### src/rtl/shifter_arbiter.sv
// shifter_arbiter: two-requester round-robin front end for a shared,
// purely combinational shifter. A granted requester's operands are
// registered onto the SH_* bus, held for SETTLE_CYCLES cycles, and the
// shifter result is then captured into OUT. The requester is told the
// result is ready with a one-cycle ACK pulse.
//
// Ports:
//   CLK, N_RST                  clock, asynchronous active-low reset
//   REQ0/1                      operation request per requester
//   IN0/1, SHFT0/1              operand and shift amount per requester
//   SEL0/1                      0 shl, 1 shr, 2 signext8, 3 signext16
//   ARITH0/1                    arithmetic right shift request
//   ACK0/1                      one-cycle completion pulse to the owner
//   SH_IN/SH_SHFT/SH_SEL/SH_ARITH  registered drive to shared shifter
//   SH_OUT                      combinational result from shared shifter
//   OUT                         registered result, held until next capture
//   BUSY                        high whenever not IDLE
module shifter_arbiter #(
    parameter int unsigned SETTLE_CYCLES = 1    // legal range 1..15
) (
    input  logic        CLK,
    input  logic        N_RST,
    input  logic        REQ0,
    input  logic        REQ1,
    input  logic [31:0] IN0,
    input  logic [31:0] IN1,
    input  logic [4:0]  SHFT0,
    input  logic [4:0]  SHFT1,
    input  logic [1:0]  SEL0,
    input  logic [1:0]  SEL1,
    input  logic        ARITH0,
    input  logic        ARITH1,
    output logic        ACK0,
    output logic        ACK1,
    output logic [31:0] SH_IN,
    output logic [4:0]  SH_SHFT,
    output logic [1:0]  SH_SEL,
    output logic        SH_ARITH,
    input  logic [31:0] SH_OUT,
    output logic [31:0] OUT,
    output logic        BUSY
);

    typedef enum logic [1:0] {
        IDLE,
        SETTLE,
        RESP
    } state_t;

    state_t     state_q, state_d;
    logic       last_q;     // index of the most recently granted requester
    logic       owner_q;    // requester owning the operation in flight
    logic [3:0] cnt_q;

    logic       any_req;
    logic       gnt_idx;

    // On a tie, the requester not granted last time wins; otherwise the
    // lone requester wins (REQ1 alone selects index 1).
    always_comb begin
        any_req = REQ0 | REQ1;
        gnt_idx = (REQ0 & REQ1) ? ~last_q : REQ1;
    end

    always_comb begin
        state_d = state_q;
        case (state_q)
            IDLE:    if (any_req) state_d = SETTLE;
            SETTLE:  if (cnt_q == 4'd1) state_d = RESP;
            RESP:    state_d = IDLE;
            default: state_d = IDLE;
        endcase
    end

    always_ff @(posedge CLK or negedge N_RST) begin
        if (!N_RST) begin
            state_q <= IDLE;
        end else begin
            state_q <= state_d;
        end
    end

    always_ff @(posedge CLK or negedge N_RST) begin
        if (!N_RST) begin
            last_q   <= 1'b1;
            owner_q  <= 1'b0;
            cnt_q    <= '0;
            SH_IN    <= '0;
            SH_SHFT  <= '0;
            SH_SEL   <= '0;
            SH_ARITH <= 1'b0;
            OUT      <= '0;
        end else begin
            case (state_q)
                IDLE: begin
                    if (any_req) begin
                        owner_q <= gnt_idx;
                        last_q  <= gnt_idx;
                        cnt_q   <= 4'(SETTLE_CYCLES);
                        if (gnt_idx) begin
                            SH_IN    <= IN1;
                            SH_SHFT  <= SHFT1;
                            SH_SEL   <= SEL1;
                            SH_ARITH <= ARITH1 & (SEL1 == 2'd1);
                        end else begin
                            SH_IN    <= IN0;
                            SH_SHFT  <= SHFT0;
                            SH_SEL   <= SEL0;
                            SH_ARITH <= ARITH0 & (SEL0 == 2'd1);
                        end
                    end
                end
                SETTLE: begin
                    cnt_q <= cnt_q - 4'd1;
                    if (cnt_q == 4'd1) begin
                        OUT <= SH_OUT;
                    end
                end
                default: ;
            endcase
        end
    end

    always_comb begin
        ACK0 = (state_q == RESP) & ~owner_q;
        ACK1 = (state_q == RESP) &  owner_q;
        BUSY = (state_q != IDLE);
    end

endmodule

### config.mk
export PLATFORM = sky130hd
export DESIGN_NAME = shifter_arbiter
export DESIGN_NICKNAME = d
export VERILOG_FILES = /design/src/rtl/shifter_arbiter.sv
export SDC_FILE = /design/constraint.sdc
export NUM_CORES = 1
export LEC_CHECK = 0
export ABC_CLOCK_PERIOD_IN_PS = 3070
export CORE_MARGIN = 2
export CORE_UTILIZATION = 43
export CTS_BUF_LIST = sky130_fd_sc_hd__clkbuf_16
export DETAILED_ROUTE_END_ITERATION = 16
export GPL_ROUTABILITY_DRIVEN = 0
export PLACE_DENSITY = 0.86
export RECOVER_POWER = 25
export REMOVE_ABC_BUFFERS = 1
export SLEW_MARGIN = 0
export SYNTH_ARGS = -nofsm -noshare
export SYNTH_HDL_FRONTEND = slang
export SYNTH_SLANG_ARGS = --single-unit
### constraint.sdc
create_clock -name CLK -period 3.07 [get_ports CLK]
set_clock_uncertainty 0.05 [all_clocks]
set_input_delay 0.307 -clock CLK [delete_from_list [all_inputs] [get_ports CLK]]
set_output_delay 0.307 -clock CLK [all_outputs]
set_load 0.005 [all_outputs]
==> impl_results.rst <==
.. list-table::
   :header-rows: 1

   * - Metric
     - Value
   * - Most frequent cell after synthesis
     - sky130_fd_sc_hd__mux2_2
   * - Number of enable flip-flop cells after synthesis
     - 0
   * - RSZ-0062 raised after global routing
     - no
   * - # port buffers
     - 190
   * - Reg2Reg Capture Point
     - SH_IN[24]
   * - Area share of fa/ha/maj cells after synthesis
     - less than 1%
   * - Antenna-violating nets left
     - 0
   * - Buf+Inv Stages, Crit Path
     - 0
   * - TritonCTS Sinks
     - 80
   * - Maximum root-to-sink buffer count
     - 2
   * - Worst supply voltage drop on vdd
     - about 420 uV
   * - Die Wd
     - roughly 100 um
   * - Worst Hold End
     - cnt_q[3]
   * - Leading cell types by count after synthesis
     - sky130_fd_sc_hd__mux2_2, sky130_fd_sc_hd__dfrtp_1, sky130_fd_sc_hd__mux2_4
   * - Number of iterations in the first detailed-routing pass
     - 4
   * - Arrival time at the worst endpoint
     - approximately 2.4 ns
   * - Antenna violations before repair
     - 0
   * - CTS clock-pin slew for the worst setup and hold paths
     - 0.07 ns
   * - Violations in the final reports
     - max-capacitance violations, max-slew violations
   * - Largest family of logic cells by synthesized area
     - multiplexers
   * - Num rows
     - 34
   * - Final worst path period need
     - 2.217 ns
   * - Chip height
     - 97.46 um
   * - Violation count after the first detailed-route iteration
     - between 40 and 50
   * - Count of cells resized by post-cts repair
     - 0
   * - Via count
     - 2659
   * - Netlist cell types
     - 28
   * - Transition time at the pin with the least slew margin
     - roughly 2.0 ns
   * - HPWL Detailed
     - around 6600 um
   * - Critical path startpoint
     - state_q[0]
   * - Critical path required time
     - roughly 3.2 ns
   * - Largest net degree at the start of global routing
     - approximately 80
   * - Number of H-tree levels
     - 3
   * - Final Hold Viols
     - 0
   * - Top Metal Used
     - met4
   * - Worst hold-check path type
     - flop to flop
   * - Remaining Overflow, GRT
     - 0
   * - Wire length on met2
     - a little under 5000 um
   * - Wirelength per Cell
     - approximately 17 um
   * - Crit path capture type
     - flop
   * - Maximum clock frequency
     - 451.0 MHz
   * - Multi-input logic area
     - roughly 0.0016 mm2
   * - Total Neg Setup Slack
     - 0 ns
   * - Worst stage delay on the critical path
     - around 0.77 ns
   * - Final setup vio count
     - 0
   * - Wire length on met3
     - approximately 680 um
   * - Sequential element share of the synthesized area
     - 53.33%
   * - Cell area after synthesis
     - ~0.0038 mm2
   * - Static leakage power
     - ~2.5 nW
   * - Clock latency reported for the late side of the worst-skew pair
     - 0.32 ns
   * - Number of design rule violations left after detail routing
     - 0
   * - Effective utilization at floorplan
     - a little over two fifths
   * - Number of cells on the worst reg-to-reg path
     - 3
   * - Root buf cell
     - sky130_fd_sc_hd__clkbuf_16
   * - Crit start category
     - flop
   * - Number of warnings issued by yosys
     - 0
   * - Synth area leaders
     - sky130_fd_sc_hd__dfrtp_1, sky130_fd_sc_hd__mux2_2, sky130_fd_sc_hd__mux2_4, sky130_fd_sc_hd__buf_12, sky130_fd_sc_hd__buf_6
   * - Cell Chain, Critical Path
     - or2_0 -> nor2_8 -> mux2_2
   * - Ratio of final minimum period to clock period
     - 72.22%
   * - Number of buffers added by the clock tree synthesis step
     - 9
   * - Post-synthesis simple-gate area fraction
     - under 10%
   * - PD cells
     - around 960 mW/mm2
   * - Avg Cell Area, Syn
     - 15.92 um2
   * - Area of the core
     - around 0.0086 mm2
   * - Fraction of registers with async set or reset after synthesis
     - between 90% and 100%
   * - Number of diodes
     - 0
   * - Synth area leader
     - sky130_fd_sc_hd__dfrtp_1
   * - Count of pins on the block boundary
     - ~190
   * - Sequential cell area
     - about 0.002 mm2
   * - Global-route wire length before repair
     - approximately 15000 um
   * - CP top delay family
     - simple AND/OR/NAND/NOR gates
   * - RR Startpoint
     - state_q[0]
   * - GRT Util Overall
     - 19.81%
   * - Mux share of post-synthesis cell area
     - 37.08%
   * - Die area
     - roughly 0.0095 mm2
   * - Number of global-route vias before repair
     - between 3k and 4k
   * - Synth Area in Compound Gates
     - about 1.4%
   * - Start-to-end type of the worst setup path
     - flop to flop
   * - Number of instances in the synthesized netlist
     - approximately 240
   * - Vias per std cell
     - 4.933
   * - Status
     - finished, violations left
   * - Dominant register cell in the synthesized netlist
     - sky130_fd_sc_hd__dfrtp_1
   * - Number of buffers inserted for hold repair after clock tree synthesis
     - 0
   * - Max stage delay cell, worst path
     - sky130_fd_sc_hd__nor2_8
   * - Fraction of synthesized cell area in xor and xnor cells
     - less than 1%
   * - Total of flip-flops plus latches after synthesis
     - 80
   * - Number of slew-limit violations in the final report
     - slightly above 80
   * - Internal reg-to-reg setup slack
     - roughly 0.85 ns
   * - Reported max-cap violation count
     - 1
   * - Area share of the largest cell type after synthesis
     - 52.63%
   * - Fraction of final layout cells sized beyond drive strength 1
     - 31.09%
   * - Relative slew slack
     - -31.87%
   * - Post-CTS setup buffer count
     - 0
   * - Worst Min Path Start
     - cnt_q[3]
   * - Layout overhead on the synthesized area
     - 58.73%
   * - Critical path fanouts, max
     - between 40 and 50
   * - Worst path setup slack after routing
     - 0.8529 ns
   * - Pre-CTS setup slack
     - around 0.72 ns
   * - Fill cell instance count of the final layout
     - around 630
   * - CTS tree
     - yes
   * - Number of nets at the end of the flow
     - between 500 and 600
   * - Routed wire length
     - between 9000 and 10000 um
   * - Worst hold path cell count
     - 1
   * - Post-Route M1 WL
     - 3265 um
[routing by layer]
layer | vias to the layer above | global-route usage [%]
met5 | - | 0
met4 | 0 | 7.585
met3 | 25 | 6.043
met2 | 106 | 35.65
met1 | 1305 | 21.84
li1 | 1223 | -
[final cells by class]
type	count	area share [%]
multi-input cells	141	26.90
repair buffers	191	31.94
clock buffers	9	3.778
well taps	108	2.267
clock inverters	7	1.322
flip-flops and latches	80	33.60
inverters	3	0.1889
[logic make-up after synthesis]
| logic type | Yosys count |
|---|---|
| multiplexers | 114 |
| AND/OR/NAND/NOR | 16 |
| adder cells (fa/ha/maj) | 2 |
| XOR/XNOR | 1 |
| flip-flops | 80 |
| AO/OA/AOI/OAI | 8 |
| buffers and inverters | 15 |
[placed cells by master, fill, tap and decap left out]
cell type / instances
sky130_fd_sc_hd__nor3b_1: 2
sky130_fd_sc_hd__clkbuf_2: 1
sky130_fd_sc_hd__mux2i_1: 3
sky130_fd_sc_hd__bufinv_16: 1
sky130_fd_sc_hd__dfstp_2: 1
sky130_fd_sc_hd__inv_8: 1
sky130_fd_sc_hd__a21oi_1: 1
sky130_fd_sc_hd__clkinvlp_4: 1
sky130_fd_sc_hd__clkdlybuf4s50_1: 189
sky130_fd_sc_hd__inv_1: 3
sky130_fd_sc_hd__buf_4: 1
sky130_fd_sc_hd__nand2_1: 1
sky130_fd_sc_hd__a21boi_4: 1
sky130_fd_sc_hd__xor2_1: 1
sky130_fd_sc_hd__mux2_2: 81
sky130_fd_sc_hd__or2_2: 1
sky130_fd_sc_hd__nor4_1: 1
sky130_fd_sc_hd__clkinv_4: 1
sky130_fd_sc_hd__clkinv_1: 1
sky130_fd_sc_hd__o22ai_1: 1
sky130_fd_sc_hd__mux2_4: 30
sky130_fd_sc_hd__and3b_2: 1
sky130_fd_sc_hd__nor2_1: 2
sky130_fd_sc_hd__clkbuf_16: 9
sky130_fd_sc_hd__or2_0: 1
sky130_fd_sc_hd__ha_1: 2
sky130_fd_sc_hd__inv_6: 2
sky130_fd_sc_hd__dfrtp_1: 79
sky130_fd_sc_hd__nor2b_1: 1
sky130_fd_sc_hd__o21ai_0: 4
sky130_fd_sc_hd__nand2_2: 1
sky130_fd_sc_hd__o211a_1: 1
sky130_fd_sc_hd__nor2_8: 1
sky130_fd_sc_hd__nand3b_1: 3
sky130_fd_sc_hd__or2b_1: 1
[registers in the layout, indices dropped and copies added (netlist names)]
register  cells
last_q        1
SH_IN        32
SH_SEL        2
state_q       2
cnt_q         4
SH_ARITH      1
SH_SHFT       5
owner_q       1
OUT          32
[power breakdown]
group,internal (W),switching (W)
registers,0.00161,0.000301
logic,0.00187,0.000864
clock network,0.000640,0.000432
total,0.00412,0.00160
[worst max path at each step]
stage / endpoint / slack [ns] / depth (start not counted)
finish: SH_IN[24] / 0.85 / 3
detailed placement: SH_IN[24] / 0.72 / 4
floorplan: SH_IN[23] / 0.64 / 3
global route: SH_IN[30] / 0.74 / 3
CTS: SH_IN[24] / 0.83 / 3
global placement: SH_IN[28] / 0.76 / 4
[stage by stage]
| stage | hold WS, ns | cells | util, % | power [W] | instance area (um2) |
|---|---|---|---|---|---|
| 3_5_place_dp | 0.4364 | 523 | 65.87 | 0.004697 | 5660 |
| 5_1_grt | 0.4660 | 539 | 69.38 | 0.006073 | 5962 |
| 3_3_place_gp | 0.4142 | 523 | 65.87 | 0.004598 | 5660 |
| 6_report | 0.4492 | 539 | 69.38 | 0.005721 | 5962 |
| 4_1_cts | 0.1461 | 539 | 69.41 | 0.005807 | 5964 |
| 2_1_floorplan | -0.03859 | 224 | - | 0.003233 | 3611 |
(Power assumes the default switching activity.)
